<file path="config.mk">
export PLATFORM = sky130hd
export DESIGN_NAME = obuf_read_sched
export DESIGN_NICKNAME = d
export VERILOG_FILES = /design/src/rtl/obuf_read_sched.sv
export SDC_FILE = /design/constraint.sdc
export NUM_CORES = 1
export LEC_CHECK = 0
export CAP_MARGIN = 20
export CORE_AREA = 2 2 90 92
export CTS_CLUSTER_DIAMETER = 60
export CTS_CLUSTER_SIZE = 24
export DETAILED_ROUTE_END_ITERATION = 10
export DIE_AREA = 0 0 92 94
export PLACE_DENSITY = 0.61
export SYNTH_ARGS = -nofsm -noshare
export SYNTH_HDL_FRONTEND = slang
export SYNTH_SLANG_ARGS = --single-unit
</file>
<file path="constraint.sdc">
create_clock -name i_sysclk -period 2.9 [get_ports i_sysclk]
set_clock_uncertainty 0.15 [all_clocks]
set_input_delay 0.29 -clock i_sysclk [delete_from_list [all_inputs] [get_ports i_sysclk]]
set_output_delay 0.29 -clock i_sysclk [all_outputs]
set_load 0.01 [all_outputs]
</file>
<file path="src/rtl/obuf_read_sched.sv">
// obuf_read_sched: frame-aligned read scheduler for the camera output FIFO.
// Gates FIFO reads to frame boundaries, bursts reads toward the datapath,
// counts words per frame, flushes the pipeline on each SOF and flags
// short/long frames.
// Optional statistics (frame and drop counters) are built when the macro
// OBUF_SCHED_STATS_EN is defined; otherwise o_frame_cnt/o_drop_cnt read 0.
//
// state    | meaning
// IDLE     | disabled, no reads
// WAIT_SOF | between frames, stale words discarded
// FLUSH    | pipeline flush after accepted SOF
// RUN      | frame words read in bursts
module obuf_read_sched #(
    parameter int FRAME_PIXELS = 230400,
    parameter int BURST_LEN    = 16,
    parameter int FLUSH_CYCLES = 4,
    parameter int CNT_W        = 18
) (
    input  logic             i_sysclk,
    input  logic             db_rstn,
    input  logic             i_enable,
    input  logic             i_sof,
    input  logic             i_empty,
    input  logic             i_almostempty,
    input  logic             i_dst_ready,
    output logic             o_rd,
    output logic             o_valid,
    output logic             o_flush,
    output logic             o_frame_start,
    output logic             o_frame_done,
    output logic             o_err_short,
    output logic             o_err_long,
    output logic [CNT_W-1:0] o_pix_cnt,
    output logic [15:0]      o_frame_cnt,
    output logic [15:0]      o_drop_cnt
);

    localparam int BW = $clog2(BURST_LEN + 1);
    localparam int FW = $clog2(FLUSH_CYCLES + 1);
    localparam logic [CNT_W-1:0] FRAME_MAX  = CNT_W'(FRAME_PIXELS);
    localparam logic [CNT_W-1:0] FRAME_LAST = CNT_W'(FRAME_PIXELS - 1);
    localparam logic [BW-1:0]    BURST_FULL = BW'(BURST_LEN);
    localparam logic [FW-1:0]    FLUSH_LOAD = FW'(FLUSH_CYCLES - 1);

    typedef enum logic [1:0] {IDLE, WAIT_SOF, FLUSH, RUN} state_t;

    state_t        state;
    logic [BW-1:0] burst_cnt;
    logic [BW-1:0] burst_base;
    logic [FW-1:0] flush_cnt;
    logic          long_pend;
    logic          burst_active;
    logic          frame_open;
    logic          last_rd;
    logic          discard;

    assign burst_active = (burst_cnt != '0);
    assign frame_open   = (o_pix_cnt < FRAME_MAX);
    assign last_rd      = o_rd && (state == RUN) && (o_pix_cnt == FRAME_LAST);
    assign discard      = o_rd && (state == WAIT_SOF);
    // A burst already in flight keeps counting; otherwise a new one arms when the FIFO fills.
    assign burst_base   = burst_active ? burst_cnt : (!i_almostempty ? BURST_FULL : '0);

    // Read strobe: discards between frames, burst-gated frame reads in RUN.
    always_comb begin
        o_rd = 1'b0;
        if (i_enable) begin
            case (state)
                WAIT_SOF: o_rd = !i_empty;
                RUN:      o_rd = !i_empty && i_dst_ready && (burst_active || !i_almostempty) && frame_open;
                default:  o_rd = 1'b0;
            endcase
        end
    end

    // Sequencer with registered pulse/status outputs.
    always_ff @(posedge i_sysclk or negedge db_rstn) begin
        if (!db_rstn) begin
            state         <= IDLE;
            burst_cnt     <= '0;
            flush_cnt     <= '0;
            long_pend     <= 1'b0;
            o_valid       <= 1'b0;
            o_flush       <= 1'b0;
            o_frame_start <= 1'b0;
            o_frame_done  <= 1'b0;
            o_err_short   <= 1'b0;
            o_err_long    <= 1'b0;
            o_pix_cnt     <= '0;
        end else begin
            o_valid       <= 1'b0;
            o_frame_start <= 1'b0;
            o_frame_done  <= 1'b0;
            o_err_short   <= 1'b0;
            o_err_long    <= 1'b0;
            if (!i_enable) begin
                state     <= IDLE;
                o_flush   <= 1'b0;
                burst_cnt <= '0;
                long_pend <= 1'b0;
            end else begin
                case (state)
                    IDLE: state <= WAIT_SOF;
                    WAIT_SOF: begin
                        if (o_rd && long_pend) begin
                            o_err_long <= 1'b1;
                            long_pend  <= 1'b0;
                        end
                        if (i_sof) begin
                            state     <= FLUSH;
                            o_flush   <= 1'b1;
                            flush_cnt <= FLUSH_LOAD;
                            o_pix_cnt <= '0;
                            long_pend <= 1'b0;
                        end
                    end
                    FLUSH: begin
                        if (i_sof) begin
                            flush_cnt <= FLUSH_LOAD;
                        end else if (flush_cnt == '0) begin
                            state         <= RUN;
                            o_flush       <= 1'b0;
                            o_frame_start <= 1'b1;
                        end else begin
                            flush_cnt <= flush_cnt - 1'b1;
                        end
                    end
                    RUN: begin
                        o_valid   <= o_rd;
                        burst_cnt <= burst_base - BW'(o_rd);
                        if (o_rd) begin
                            o_pix_cnt <= o_pix_cnt + 1'b1;
                        end
                        if (last_rd) begin
                            o_frame_done <= 1'b1;
                            long_pend    <= 1'b1;
                            state        <= WAIT_SOF;
                            burst_cnt    <= '0;
                        end
                        // SOF wins over the WAIT_SOF transition; a completed frame is not short.
                        if (i_sof) begin
                            if (!last_rd) begin
                                o_err_short <= 1'b1;
                            end
                            state     <= FLUSH;
                            o_flush   <= 1'b1;
                            flush_cnt <= FLUSH_LOAD;
                            o_pix_cnt <= '0;
                            burst_cnt <= '0;
                            long_pend <= 1'b0;
                        end
                    end
                    default: state <= IDLE;
                endcase
            end
        end
    end

`ifdef OBUF_SCHED_STATS_EN
    logic [15:0] frame_cnt;
    logic [15:0] drop_cnt;

    // Completed-frame count (wraps) and saturating discard count.
    always_ff @(posedge i_sysclk or negedge db_rstn) begin
        if (!db_rstn) begin
            frame_cnt <= '0;
            drop_cnt  <= '0;
        end else begin
            if (last_rd) begin
                frame_cnt <= frame_cnt + 1'b1;
            end
            if (discard && (drop_cnt != 16'hFFFF)) begin
                drop_cnt <= drop_cnt + 1'b1;
            end
        end
    end

    assign o_frame_cnt = frame_cnt;
    assign o_drop_cnt  = drop_cnt;
`else
    logic unused_stats;
    assign unused_stats = discard;
    assign o_frame_cnt  = 16'd0;
    assign o_drop_cnt   = 16'd0;
`endif

endmodule

</file>
==> impl_results.md <==
- Outcome: finished clean
- CTS Root Buffer Type: clkbuf_8
- PD cells: 405 nW/µm²
- NumNets Final: 287
- Crit end category: primary output
- CP arrival: 2250 ps
- Worst path cell trace: nand2_1 > a211oi_4 > a21oi_2 > inv_1 > clkdlybuf4s50_1
- Largest net degree at the start of global routing: 36
- Number of cell rows: 32
- Maxcap violations: 0
- Area Growth Syn to Fin: 18.0%
- Die Wd: 92 µm
- Syn. warnings: 0
- Design Area, Final: 2570 µm²
- Hold Vio Cnt, Final: 0
- GPL Wtd Cong: 0.854
- Synth Area in Simple Gates: 22.3%
- Layout cell share with drive strength beyond 1: 9.06%
- Commonest register cell after synthesis: dfrtp_1
- CTS-repair resized insts: 0
- Clk Latency, worst-skew pair: 290 ps
- IO Count: 64
- Core area: 7610 µm²
- CP required: 2460 ps
- Number of DRC markers in iteration 0: 104
- Multiplexer area fraction after synthesis: 0.978%
- CP delay by family, top: buffers and inverters
- ANT nets after route: 0
- Slew headroom: 55.4%
- Least-Margin Pin Slew: 666 ps
- HP Class: in -> async
- N_diodes: 0
- Most common cell after layout, fill and taps aside: dfrtp_1
- Worst Path Class, Setup: reg -> out
- Clock Sinks: 35
- Placed cell area: 2480 µm²
- Clock Path Buffers: 2
- Synth Area in Compound Gates: 18.5%
- DRC viols: 0
- Min Tclk post-route: 2690 ps
- Crit path largest cell delay: 600 ps
- Drt first pass iters: 4
- Tcrit/Tclk final: 92.9%
- CP bufs+invs: 2
- Area of the multi-input gates: 1100 µm²
- Die ar.: 8650 µm²
- Main combinational cell family by area after synthesis: simple AND/OR/NAND/NOR gates
- Post-synth EDFFs: 0
- Drt wl/cell: 12.7 µm
- TritonCTS Buffers: 5
- Initial Util: 28.6%
- Total GRT Usage: 11.4%
- DP HPWL: 3.54 mm
- H-Tree Level Count: 2
- Clk slew on worst S/H paths: 70 ps
- Max Clk Rate: 371 MHz
- Final std cells w/o fill: 378
- First-pass GRT wire length: 7.85 mm
- TritonCTS clock tree: done
- Finished Core Util: 33.7%
- RSZ-0062 raised after global routing: no
- Post-synthesis xor/xnor area fraction: 0.403%
- Post-DR vias/cell: 4.62
- Static leakage: 1.06 nW
- Max-slew violation count: 0
- FF+latch area: 876 µm²
- IO buf count: 31
- Die height: 94 µm
- Fin Setup TNS: 0 ps
- Mapped Cells: 241
- GRT overflow: 0
- CP max stage cell: dfrtp_1
- Drt total wl: 4.79 mm
- Area share of fa/ha/maj cells after synthesis: 2.88%
- Unique masters post-synth: 52
- Final number of setup-violating endpoints: 0
- Fill count: 803
- Synthesized area: 2170 µm²
- Most frequent cells in the layout: dfrtp_1, conb_1, clkdlybuf4s50_1, nand2_1, a21oi_1
- Setup Buffers After CTS: 0
- IR Drop Worst-Case VDD: 261 µV
- Crit-path max FO: 13
- Dpl cells: 370
- Cts-stage hold buffer count: 0
- Vias: 1746
- Yosys reg bits: 35
- Critical Path Source Type: flop
- Design Power: 0.00104 W
- Vias in the first global route: 1588
- Avg Cell Area, Syn: 9.02 µm²
- Async set-reset flop share out of synthesis: 100%
- Seq/Total Area, Yosys: 40.3%
- Initial antenna violation count: 0
-- state kept, by name (all words and copies together) (netlist names) --
register / count
o_frame_start: 1
flush_cnt: 3
o_valid: 1
state: 2
o_pix_cnt: 18
long_pend: 1
o_frame_done: 1
o_flush: 1
burst_cnt: 5
o_err_short: 1
o_err_long: 1
-- cell type report --
| cell class | count | area share (%) |
|---|---|---|
| multi-input cells | 189 | 42.9 |
| flip-flops and latches | 35 | 34.1 |
| repair buffers | 37 | 13.8 |
| clock inverters | 1 | 0.195 |
| inverters | 7 | 1.02 |
| clock buffers | 7 | 2.97 |
| well taps | 102 | 4.97 |
-- stage by stage --
step	hold WS (ps)	setup slack (ps)
detailed placement	339	220
floorplan	-156	499
global placement	327	320
finish	275	205
global route	333	68.5
CTS	296	212
-- power breakdown --
| part | total, W | internal [W] | switching [W] |
|---|---|---|---|
| logic | 0.000157 | 0.0000595 | 0.0000971 |
| clock network | 0.000347 | 0.000169 | 0.000178 |
| registers | 0.000536 | 0.000509 | 0.0000269 |
| total | 0.00104 | 0.000737 | 0.000302 |
-- worst register-to-register path, stage by stage, from the launching register on --
cell and delay, ps:
dfrtp_1 600, nand2_1 220, a211oi_4 380, a21oi_2 120, inv_1 110, ha_1 180, ha_1 210, nand4b_1 110
a21oi_1 150, a21oi_1 50, nor3_1 140
-- per-layer routing --
layer	up-vias	part of all wire, %	track usage (%)
li1	871	-	-
met1	820	47	15.5
met2	51	47	18.4
met3	4	5.4	2.81
met4	0	0.44	2.61
met5	-	0	0
-- kinds of logic (layout without fill, tap and decap cells) --
kind of cell	count (synthesis)	after routing
and+or+nand+nor	90	90
AOI/OAI and AO/OA	59	59
buffers and inverters	48	52
DFF	35	35
adders and majority gates	5	5
muxes	2	2
other	1	32
xor gates and xnor gates	1	1
-- Yosys cell counts, types with 5 or more instances --
cell | number | share of area [%]
dfrtp_1 | 35 | 40
buf_4 | 32 | 11
nand2_1 | 22 | 3.8
a21oi_1 | 19 | 4.4
nor2_1 | 16 | 2.8
or3_1 | 10 | 2.9
o21ai_0 | 9 | 2.1
nand3_1 | 8 | 1.8
o31ai_1 | 8 | 2.8
inv_1 | 7 | 1.2
o21ai_1 | 7 | 1.6
or4_1 | 7 | 2.4
ha_1 | 5 | 2.9
nor3_1 | 5 | 1.2
-- worst paths after layout --
check / from / to / slack (ps) / cells past startpoint
worst min register to register: long_pend$_DFFE_PN0P_ / o_err_long$_DFF_PN0_ / 350 / 1
max in group asynchronous: db_rstn / long_pend$_DFFE_PN0P_ / 2000 / 2
min in group i_sysclk: long_pend$_DFFE_PN0P_ / o_err_long$_DFF_PN0_ / 350 / 1
worst max-delay path: state[1]$_DFFE_PN0P_ / o_rd / 210 / 5
worst min-delay path: db_rstn / o_pix_cnt[8]$_DFFE_PN0P_ / 270 / 2
worst max register to register: state[1]$_DFFE_PN0P_ / burst_cnt[2]$_DFFE_PN0P_ / 390 / 10
(Power assumes the default switching activity.)
